**src/rtl/ringosc_pkg.sv**
```systemverilog
// Shared types and constants for the ring-oscillator measurement sequencer.
package ringosc_pkg;

   localparam int OSC_CNT_W = 32;

   typedef enum logic [2:0] {
      ST_IDLE,
      ST_CLEAR,
      ST_RUN,
      ST_SETTLE,
      ST_SAMPLE,
      ST_DONE
   } state_t;

   localparam logic [OSC_CNT_W-1:0] CNT_MIN_RST = '1;
   localparam logic [OSC_CNT_W-1:0] CNT_MAX_RST = '0;

endpackage

```
**src/rtl/ringosc_cnt_sync.sv**
```systemverilog
// Brings the free-running oscillator count into clk through two flops and
// flags when two consecutive synchronized samples agree, or when sampling times out.
module ringosc_cnt_sync
   import ringosc_pkg::*;
#(
   parameter int TMO_CYC = 16
) (
   input  logic                 clk,
   input  logic                 rst,
   input  logic                 en,
   input  logic [OSC_CNT_W-1:0] osc_cnt,
   output logic                 valid,
   output logic                 match,
   output logic                 timeout,
   output logic [OSC_CNT_W-1:0] value
);

   localparam int TW = $clog2(TMO_CYC + 1);

   logic [OSC_CNT_W-1:0] sync1, sync2, prev;
   logic [TW-1:0]        cyc;

   // The synchronizer free-runs, so the capture from the last settle cycle
   // is already through both flops and serves as the first comparison partner.
   always_ff @(posedge clk) begin
      if (rst) begin
         sync1 <= '0;
         sync2 <= '0;
         prev  <= '0;
         cyc   <= '0;
      end else begin
         sync1 <= osc_cnt;
         sync2 <= sync1;
         prev  <= sync2;
         cyc   <= en ? cyc + TW'(1) : '0;
      end
   end

   assign valid   = en && (cyc >= TW'(2));
   assign match   = valid && (sync2 == prev);
   assign timeout = en && !match && (cyc == TW'(TMO_CYC - 1));
   assign value   = sync2;

endmodule

```
**src/rtl/ringosc_meas_ctrl.sv**
```systemverilog
// Ring-oscillator measurement sequencer: clear, gated run, settle, safe readback.
// Define RINGOSC_MEAS_MINMAX_EN to add running min/max tracking of good counts.
module ringosc_meas_ctrl
   import ringosc_pkg::*;
#(
   parameter int GATE_W     = 24,
   parameter int CLR_CYC    = 4,
   parameter int SETTLE_CYC = 8,
   parameter int TMO_CYC    = 16
) (
   input  logic                 clk,
   input  logic                 rst,
   input  logic                 start,
   input  logic [GATE_W-1:0]    gate_len,
   input  logic [OSC_CNT_W-1:0] osc_cnt,
   output logic                 osc_rst,
   output logic                 osc_halt,
   output logic                 busy,
   output logic                 done,
   output logic [OSC_CNT_W-1:0] count,
   output logic                 err
`ifdef RINGOSC_MEAS_MINMAX_EN
   ,
   input  logic                 stats_clr,
   output logic [OSC_CNT_W-1:0] cnt_min,
   output logic [OSC_CNT_W-1:0] cnt_max
`endif
);

   localparam logic [GATE_W-1:0] CLR_LAST = GATE_W'(CLR_CYC - 1);
   localparam logic [GATE_W-1:0] SET_LAST = GATE_W'(SETTLE_CYC - 1);

   state_t               state, state_nxt;
   logic [GATE_W-1:0]    gate_q, tmr, tmr_nxt, run_last;
   logic                 samp_en, s_valid, s_match, s_timeout;
   logic [OSC_CNT_W-1:0] s_value;

   // A zero gate length still opens the window for one cycle.
   assign run_last = (gate_q == '0) ? '0 : gate_q - GATE_W'(1);

   ringosc_cnt_sync #(.TMO_CYC(TMO_CYC)) u_sync (
      .clk     (clk),
      .rst     (rst),
      .en      (samp_en),
      .osc_cnt (osc_cnt),
      .valid   (s_valid),
      .match   (s_match),
      .timeout (s_timeout),
      .value   (s_value)
   );

   always_ff @(posedge clk) begin
      if (rst) begin
         state  <= ST_IDLE;
         tmr    <= '0;
         gate_q <= '0;
         count  <= '0;
         err    <= 1'b0;
      end else begin
         state <= state_nxt;
         tmr   <= tmr_nxt;
         if (state == ST_IDLE && start)
            gate_q <= gate_len;
         if (state == ST_SAMPLE && s_valid && s_match) begin
            count <= s_value;
            err   <= 1'b0;
         end else if (state == ST_SAMPLE && s_timeout) begin
            count <= s_value;
            err   <= 1'b1;
         end
      end
   end

   always_comb begin
      state_nxt = state;
      tmr_nxt   = tmr + GATE_W'(1);
      osc_rst   = 1'b0;
      osc_halt  = 1'b1;
      busy      = 1'b0;
      done      = 1'b0;
      samp_en   = 1'b0;
      case (state)
         ST_IDLE: begin
            tmr_nxt = '0;
            if (start)
               state_nxt = ST_CLEAR;
         end
         ST_CLEAR: begin
            osc_rst = 1'b1;
            busy    = 1'b1;
            if (tmr == CLR_LAST) begin
               state_nxt = ST_RUN;
               tmr_nxt   = '0;
            end
         end
         ST_RUN: begin
            osc_halt = 1'b0;
            busy     = 1'b1;
            if (tmr == run_last) begin
               state_nxt = ST_SETTLE;
               tmr_nxt   = '0;
            end
         end
         ST_SETTLE: begin
            busy = 1'b1;
            if (tmr == SET_LAST) begin
               state_nxt = ST_SAMPLE;
               tmr_nxt   = '0;
            end
         end
         ST_SAMPLE: begin
            busy    = 1'b1;
            samp_en = 1'b1;
            if ((s_valid && s_match) || s_timeout)
               state_nxt = ST_DONE;
         end
         ST_DONE: begin
            done      = 1'b1;
            state_nxt = ST_IDLE;
         end
         default: state_nxt = ST_IDLE;
      endcase
   end

`ifdef RINGOSC_MEAS_MINMAX_EN
   // Only stable readings feed the extrema; a clear in the done cycle wins.
   always_ff @(posedge clk) begin
      if (rst || stats_clr) begin
         cnt_min <= CNT_MIN_RST;
         cnt_max <= CNT_MAX_RST;
      end else if (done && !err) begin
         if (count < cnt_min) cnt_min <= count;
         if (count > cnt_max) cnt_max <= count;
      end
   end
`endif

endmodule

```
**config.mk**
```make
export PLATFORM = sky130hd
export DESIGN_NAME = ringosc_meas_ctrl
export DESIGN_NICKNAME = d
export VERILOG_FILES = /design/src/rtl/ringosc_pkg.sv /design/src/rtl/ringosc_cnt_sync.sv /design/src/rtl/ringosc_meas_ctrl.sv
export SDC_FILE = /design/constraint.sdc
export NUM_CORES = 1
export LEC_CHECK = 0
export CORE_MARGIN = 3
export CORE_UTILIZATION = 45
export DETAILED_ROUTE_END_ITERATION = 10
export PLACE_DENSITY = 0.67
export RECOVER_POWER = 100
export SKIP_LAST_GASP = 1
export SLEW_MARGIN = 20
export SYNTH_ARGS = -nofsm -noshare
export SYNTH_HDL_FRONTEND = slang
export SYNTH_SLANG_ARGS = --single-unit
```
**constraint.sdc**
```tcl
create_clock -name clk -period 3.3 [get_ports clk]
set_input_delay 0.33 -clock clk [delete_from_list [all_inputs] [get_ports clk]]
set_output_delay 0.33 -clock clk [all_outputs]
set_load 0.02 [all_outputs]
```
==> flow_summary.toml, run 1 <==
[final_layout]
nFillCells = 1556
antenna_cells = 0
layout-drive-gt1-share = 0.0796
multi_input_area_mm2 = 0.00378
fin_nets = 955
stdcell_area_mm2 = 0.00952
ff_latch_area_mm2 = 0.00370
area.growth.synth_to_final_pct = 22.4

[logic_synthesis]
yosys.area.top_type = "dfxtp_1"
yosys-top-cells-area = "dfxtp_1 48%, nor2b_1 8.2%, xor2_1 6.0%"
yosysMostFrequentCell = "dfxtp_1"
ys_warn_count = 0
synth-compound-area-share = 0.0880
netlist-cell-type-count = 61
synth_nets = 870
yosysSeqAreaShare = 0.476
ys.flop_type = "dfxtp_1"
synth_xor_area_frac = 0.102
synth_top_family_by_area = "simple AND/OR/NAND/NOR gates"
synth_edf_count = 0
netlist.area_leader.share = 0.476
ys_seq_elements = 185
synthTopCellsByCount = "185 x dfxtp_1, 102 x nor2b_1, 63 x nand2_1, 60 x nor2_1, 53 x xor2_1"
yosys.area_share.simple = 0.250
synthMuxAreaShare = 0.0463
synthAdderAreaFrac = 0.00805
syn_avg_cell_area_um2 = 9.65
synthCells = 806
syn_area_mm2 = 0.00778
async_flop_share = 0

[timing]
hold_viol = 0
setup_viol = 0
fmax_mhz = 323
rsz0062_at_grt = "false"
min_period_ps = 3090
finalCritPeriodShare = 0.937
final.setup.tns_ps = 0
worstMarginPinSlew_ps = 2840
skew_ps = 14.2
max_slew_margin = -0.893
whs_ps = 243
slew_viol_final = 153

[placed_design]
gp_congestion = 0.899
place_hpwl_um = 11700
io_buffers = 95
place_area_mm2 = 0.00898

[status]
run_status = "finished, violations left"
violations = "max-capacitance violations, max-slew violations"

[clock_tree]
cts_resized = 0
clockRootBuffer = "clkbuf_16"
clk_path_buf_depth = 2
postCtsSetupBuffers = 0
cts_buffers = 17
path_clk_slew_ps = 80
h-tree-depth = 4
cts.sinks = 185
tritoncts = "done"
clk-insertion-delay-late_ps = 430
cts_hold_buffers = 0

[setup_path]
rrSetupSlack_ps = 210
critPathCaptureType = "flip-flop"
worstSetupPathType = "reg2reg"
critPathLaunchType = "flip-flop"
cp_max_fo = 7
crit_required_ps = 3590
crit_arrival_ps = 3390

[drt]
dr.pass1.iters = 4
num_vias = 5598
drc = 0
drt_iter0_drc = 296
wirelength_um = 16700
route.antenna.remaining_nets = 0
via_per_inst = 4.98
wl_per_cell_um = 14.9

[global_routing]
gr-usage-all-layers = 0.184
first_global_vias = 5555
grt_pass1_wl_um = 27300
grt_overflow = 0
grt_max_degree = 153
antenna_found_initial = 1

[power_and_ir_drop]
p_sw_frac = 0.274
p_int_uw = 3620
seq_power_share = 0.473
comb_power_share = 0.106
peakVddDrop_mv = 0.356
power_leakage_uw = 0.00372
power.switching_uw = 1360
power.share.clock = 0.420
powerDensity_mw_per_mm2 = 523

[floorplanning]
io_pins = 96
die_w_um = 137
rows = 47
start_util = 0.464
fp.dieH_um = 137
die_area_mm2 = 0.0189
core-area_mm2 = 0.0168

[worst_hold_path]
hold_path_class = "in2reg"

[flow_run]
maxCapViolations = 1
-- placed cells by master, fill, tap and decap left out, types with 10 or more instances in the layout --
cell type and n:
clkdlybuf4s50_1 57, nor2b_1 102, mux2i_1 36, xnor2_1 25, dlygate4sd3_1 37, and3_1 10
nand3_1 17, nand2_1 63, nor2_1 60, buf_4 13, a21oi_1 52, clkbuf_16 17
dfxtp_1 185, nor4_1 22, xor2_1 53, nor3_1 17
-- final cells by class --
cell class,instances,share of cell area
multi-input cells,566,0.398
clock inverters,15,0.0221
repair buffers,112,0.114
well taps,220,0.0289
inverters,9,0.00355
clock buffers,17,0.0447
flip-flops and latches,185,0.389
-- through the flow --
stage                     std cells  power, uW  worst slack (ps)   util
after floorplan                 806       2760               286      -
after global placement         1092       2940               293  0.536
after detailed placement       1092       2940               251  0.536
after CTS                      1124       5040               215  0.573
after global routing           1124       5190              11.4  0.568
final                          1124       4980               206  0.568
-- registers in the layout (all words and copies together) (netlist names) --
signal        cells
u_sync.prev      32
u_sync.sync1     32
count            32
tmr              24
gate_q           24
u_sync.value     32
err               1
u_sync.cyc        5
state             3
-- critical path, cell delays in order (launching register included) --
cell	delay, ps
dfxtp_1	390
or2_2	340
or4b_2	640
nor4_1	310
mux2i_1	260
xor2_1	210
o2111ai_2	220
o31ai_4	280
clkbuf_2	210
a21boi_0	90
-- per-layer routing --
| layer | global-route usage | share of wire | up-vias |
|---|---|---|---|
| met5 | 0 | 0.00072 | - |
| met4 | 0.0698 | 0.020 | 2 |
| met3 | 0.0537 | 0.054 | 23 |
| met2 | 0.313 | 0.49 | 102 |
| met1 | 0.220 | 0.44 | 2555 |
| li1 | - | - | 2916 |
-- power groups by stage --
stage,sequential (uW),combinational (uW),clock (uW)
floorplan,2390,374,0
global placement,2410,532,0
detailed placement,2410,533,0
CTS,2360,537,2150
global route,2370,588,2240
finish,2360,529,2090
-- final timing paths --
| kind | startpoint | to | cells past startpoint |
|---|---|---|---|
| max | gate_q[13]$_SDFFE_PP0P_ | tmr[1]$_SDFF_PP0_ | 9 |
| min | rst | state[1]$_SDFFE_PP0P_ | 2 |
| max reg2reg | gate_q[13]$_SDFFE_PP0P_ | tmr[1]$_SDFF_PP0_ | 9 |
| min reg2reg | u_sync.sync1[7]$_SDFF_PP0_ | u_sync.value[7]$_SDFF_PP0_ | 1 |
-- kinds of logic after synthesis --
group	count (synthesis)
XOR/XNOR	83
multiplexers	36
buffers and inverters	55
adder cells (fa/ha/maj)	5
AO/OA/AOI/OAI	95
AND/OR/NAND/NOR	347
flip-flops	185
Note: power is estimated with default switching activity, not from simulation.
==> run 2: changes to the inputs <==
Settings changed: PLACE_DENSITY 0.67 to default, PLACE_DENSITY_LB_ADDON from default to 0.08.
Clock period 3.3 ns to 2.6 ns, I/O delays scaled along.
==> run 2 against run 1 <==
- the run ends with max-capacitance violations, max-slew violations, negative setup slack left
- worst hold slack better by 52 ps
- clock-buffer cell count did not move
- sequential cell count unchanged
- first-iteration DRC count shrank 28%
- largest power group unchanged
- sequential share of layout area down 2.7 points
- combinational power grew 71%
- global-route usage grew 1.4 points
- wire length grew 8.5%
- highest routed layer is now met4
- clock skew decreased by 1.1 ps
- non-clock buffer count increased by 62
==> flow_summary.toml, run 2 (synthesized netlist as in run 1, its figures left out) <==
[status]
run_status = "finished, violations left"
violations = "max-capacitance violations, max-slew violations, negative setup slack"

[timing]
hold_viol = 0
max_slew_margin = -0.0680
finalCritPeriodShare = 1.08
fmax_mhz = 355
timing.final.ws_setup_ps = -215
rsz0062_at_grt = "true"
setup_viol = 25
skew_ps = 13.1
slew_viol_final = 155
worstMarginPinSlew_ps = 1600
min_period_ps = 2810

[drt]
via_per_inst = 5.03
drc = 0
route.antenna.remaining_nets = 0
drt_iter0_drc = 212
wirelength_um = 18100
num_vias = 5971
dr.pass1.iters = 5
wl_per_cell_um = 15.3

[clock_tree]
h-tree-depth = 4
cts_buffers = 17
cts.sinks = 185
clockRootBuffer = "clkbuf_16"
path_clk_slew_ps = 70
clk-insertion-delay-late_ps = 420
tritoncts = "done"
clk_path_buf_depth = 2
cts_hold_buffers = 0

[placed_design]
gp_congestion = 0.917
dp_cells = 1146
io_buffers = 95
pre_cts_slack_ps = -274
place_area_mm2 = 0.00947
place_hpwl_um = 13200

[final_layout]
final_cell_mix = "181 x dfxtp_1, 101 x nor2b_1, 69 x buf_4"
stdcell_area_mm2 = 0.0103
final_util = 0.612
nFillCells = 1445
area.growth.synth_to_final_pct = 31.9
antenna_cells = 0
fin_nets = 1017
layout-drive-gt1-share = 0.183
layout_commonest_cell = "dfxtp_1"
instances_no_fill = 1186

[power_and_ir_drop]
powerDensity_mw_per_mm2 = 621
seq_power_share = 0.467
power.switching_uw = 1690
power.share.clock = 0.391
p_sw_frac = 0.265
peakVddDrop_mv = 0.504
power_leakage_uw = 0.00409
p_int_uw = 4680
comb_power_share = 0.142
power_uw = 6370

[global_routing]
first_global_vias = 6124
grt_overflow = 0
antenna_found_initial = 0
gr-usage-all-layers = 0.198
grt_max_degree = 155
grt_pass1_wl_um = 29400

[floorplanning]
start_util = 0.464
io_pins = 96
rows = 47
fp.dieH_um = 137
die_area_mm2 = 0.0189
die_w_um = 137
core-area_mm2 = 0.0168

[setup_path]
rrSetupSlack_ps = -210
r2r-end = "tmr[20]$_SDFF_PP0_"
slowest_delay_ps = 630
crit_arrival_ps = 3110
cp_slowest_cell = "or4_4"
rr_worst_depth = 10
cp.buffers_inverters = 2
critPathLaunchType = "flip-flop"
cp_max_fo = 7
critPathCaptureType = "flip-flop"
crit_required_ps = 2900
r2r_start = "gate_q[3]$_SDFFE_PP0P_"
critPathTopFamily = "simple AND/OR/NAND/NOR gates"
crit_chain = "or4_4 > nor3_4 > xor2_1 > or4b_4 > a21oi_4 > o311ai_4 > o31ai_4 > buf_6 > clkbuf_16 > a21oi_2"
worstSetupPathType = "reg2reg"

[worst_hold_path]
hold_path_class = "in2reg"
hold_end = "state[2]$_SDFFE_PP0P_"
min-delay-start = "rst"
whs_path_depth = 4

[flow_run]
maxCapViolations = 1
## run 2: changes by cell type in the layout (fill, tap and decap cells not counted), sizes merged
cell	previous run	this run
clkbuf	20	21
clkinv	8	5
inv	15	18
buf	15	76
## run 2: area by class of cell
| class | count | area [um^2] | area share |
|---|---|---|---|
| flip-flops and latches | 185 | 3710 | 0.362 |
| multi-input cells | 566 | 4030 | 0.393 |
| repair buffers | 174 | 1630 | 0.159 |
| clock inverters | 15 | 150 | 0.0146 |
| well taps | 220 | 275 | 0.0268 |
| clock buffers | 17 | 425 | 0.0415 |
| inverters | 9 | 33.8 | 0.00329 |
## run 2: layer usage
layer / up-vias / track usage / share of wire
li1: 3045 / - / -
met3: 25 / 0.0449 / 0.034
met1: 2800 / 0.219 / 0.41
met2: 101 / 0.364 / 0.53
met5: - / 0 / 0
met4: 0 / 0.0820 / 0.024
## run 2: worst max-delay path by stage
| stage | cells past startpoint | end | startpoint |
|---|---|---|---|
| floorplan | 10 | tmr[0]$_SDFF_PP0_ | gate_q[13]$_SDFFE_PP0P_ |
| global placement | 9 | tmr[1]$_SDFF_PP0_ | gate_q[4]$_SDFFE_PP0P_ |
| detailed placement | 9 | tmr[1]$_SDFF_PP0_ | gate_q[4]$_SDFFE_PP0P_ |
| CTS | 10 | tmr[1]$_SDFF_PP0_ | gate_q[4]$_SDFFE_PP0P_ |
| global route | 10 | tmr[12]$_SDFF_PP0_ | gate_q[3]$_SDFFE_PP0P_ |
| finish | 10 | tmr[20]$_SDFF_PP0_ | gate_q[3]$_SDFFE_PP0P_ |
## run 2: worst reg2reg max path, delay by kind of cell, from the launching register on
family,cells,cell delay (ps)
compound gates,4,590
buf+inv,2,330
simple gates,3,1320
flops,1,350
xor+xnor,1,120
## run 2: power by group through the flow
stage	combinational, uW	sequential, uW	clock (uW)
after floorplan	506	3030	0
after global placement	832	3040	0
after detailed placement	845	3040	0
after CTS	883	2980	2550
after global routing	986	2990	2660
final	907	2980	2490
## run 2: timing repair
action                     4_1_cts  5_1_grt
setup endpoints to repair       25       26
pin swaps                        1        9
setup buffers                    4        2
cloned                           1        1
gates resized for setup         12       15
## run 2: through the flow
stage          setup TNS (ps)  hold WS (ps)
6_report                -4910           296
5_1_grt                 -8370           327
4_1_cts                 -5010           193
3_3_place_gp            -5390           416
3_5_place_dp            -5790           420
2_1_floorplan           -2790           386
==> run 3: changes to the inputs <==
Settings changed: CORE_UTILIZATION 45 to 50.
==> run 3 against run 2 <==
- the run still ends with max-capacitance violations, max-slew violations, negative setup slack left
- combinational power decreased by 1%
- critical path depth unchanged
- clock skew about the same
==> flow_summary.toml, run 3 (synthesized netlist as in run 1, its figures left out) <==
[power_and_ir_drop]
p_int_uw = 4860
power_leakage_uw = 0.00409
powerDensity_mw_per_mm2 = 635
power_uw = 6490
comb_power_share = 0.138
seq_power_share = 0.459
peakVddDrop_mv = 0.433
p_sw_frac = 0.250
power.share.clock = 0.403
power.switching_uw = 1630

[clock_tree]
tritoncts = "done"
h-tree-depth = 4
clk-insertion-delay-late_ps = 420
cts_hold_buffers = 0
cts_buffers = 17
path_clk_slew_ps = 70
clockRootBuffer = "clkbuf_16"
cts.sinks = 185
clk_path_buf_depth = 2

[setup_path]
crit_required_ps = 2900
worstSetupPathType = "reg2reg"
rr_worst_depth = 10
critPathLaunchType = "flip-flop"
cp_max_fo = 12
crit_arrival_ps = 3150
r2r-end = "tmr[4]$_SDFF_PP0_"
critPathCaptureType = "flip-flop"
r2r_start = "gate_q[3]$_SDFFE_PP0P_"
rrSetupSlack_ps = -250

[placed_design]
gp_congestion = 0.846
place_hpwl_um = 13200
io_buffers = 95

[global_routing]
first_global_vias = 6306
antenna_found_initial = 0
grt_max_degree = 154
grt_pass1_wl_um = 30100
grt_overflow = 0
gr-usage-all-layers = 0.224

[floorplanning]
rows = 44
die_w_um = 131
io_pins = 96
die_area_mm2 = 0.0171
fp.dieH_um = 131
core-area_mm2 = 0.0149
start_util = 0.523

[timing]
timing.final.ws_setup_ps = -252
setup_viol = 25
max_slew_margin = -0.0671
hold_viol = 0
fmax_mhz = 351
skew_ps = 13.3
whs_ps = 119
finalCritPeriodShare = 1.10
worstMarginPinSlew_ps = 1600
rsz0062_at_grt = "true"
slew_viol_final = 154
min_period_ps = 2850

[drt]
num_vias = 6096
dr.pass1.iters = 5
drc = 0
wl_per_cell_um = 16.1
wirelength_um = 18500
via_per_inst = 5.30
drt_iter0_drc = 294
route.antenna.remaining_nets = 0

[status]
run_status = "finished, violations left"
violations = "max-capacitance violations, max-slew violations, negative setup slack"

[final_layout]
area.growth.synth_to_final_pct = 31.4
antenna_cells = 0
layout_commonest_cell = "dfxtp_1"
final_cell_mix = "182 x dfxtp_1, 101 x nor2b_1, 71 x buf_4"
layout-drive-gt1-share = 0.180
fin_nets = 1018

[flow_run]
maxCapViolations = 1

[worst_hold_path]
hold_path_class = "in2reg"
whs_path_depth = 2
hold_end = "state[1]$_SDFFE_PP0P_"
min-delay-start = "rst"
## run 3: cell types whose count changed in the layout (fill, tap and decap cells not counted), moves of 2 or more
cell       change
o21ai_1        +2
o21ai_0        -2
clkinv_8       -2
buf_4          +2
bufinv_16      +2
## run 3: critical path, stage by stage (launching register included)
cell and delay, ps:
dfxtp_2 350, or4_4 620, nor3_4 180, xor2_1 120, or4b_4 510, a21oi_4 180
o311ai_4 140, o31ai_4 250, buf_4 160, buf_12 140, a21oi_1 70
## run 3: how the worst max path moves through the flow
stage / from / endpoint / slack (ps) / depth (start not counted)
floorplan: gate_q[13]$_SDFFE_PP0P_ / tmr[0]$_SDFF_PP0_ / -140 / 10
global placement: gate_q[4]$_SDFFE_PP0P_ / state[0]$_SDFFE_PP0P_ / -240 / 9
detailed placement: gate_q[14]$_SDFFE_PP0P_ / tmr[1]$_SDFF_PP0_ / -260 / 9
CTS: gate_q[14]$_SDFFE_PP0P_ / tmr[1]$_SDFF_PP0_ / -270 / 10
global route: gate_q[8]$_SDFFE_PP0P_ / tmr[1]$_SDFF_PP0_ / -350 / 12
finish: gate_q[3]$_SDFFE_PP0P_ / tmr[4]$_SDFF_PP0_ / -250 / 10
## run 3: area by class of cell
| class | instances | area (um^2) |
|---|---|---|
| Timing Repair Buffer | 175 | 1610 |
| Multi-Input combinational cell | 566 | 4040 |
| Fill cell | 1167 | 4640 |
| Clock buffer | 19 | 443 |
| Tap cell | 184 | 230 |
| Clock inverter | 12 | 154 |
| Inverter | 9 | 33.8 |
| Sequential cell | 185 | 3710 |
## run 3: routing by layer
layer	GRT usage	part of all wire
met5	0	0
met4	0.0950	0.033
met3	0.0484	0.037
met2	0.410	0.52
met1	0.250	0.41
## run 3: what timing repair did
action / in CTS / in global routing
setup endpoints to repair: 25 / 46
setup buffers: 2 / 4
cloned: 1 / 0
pin swaps: 0 / 11
gates resized for setup: 2 / 27
## run 3: metrics by stage
stage                     utilization  cell area [um^2]  cells  TNS [ps]  setup slack, ps
after floorplan                     -              7870    806     -2790             -139
after global placement          0.635              9440   1112     -4950             -236
after detailed placement        0.635              9440   1112     -5230             -265
after CTS                       0.678             10100   1146     -5800             -273
after global routing            0.688             10200   1150    -11150             -346
final                           0.688             10200   1150     -5890             -252
## run 3: power groups by stage
stage	combinational [uW]	clock, uW	sequential [uW]
floorplan	506	0	3030
global placement	818	0	3040
detailed placement	837	0	3040
global route	976	2770	2990
CTS	845	2660	2980
finish	898	2610	2980
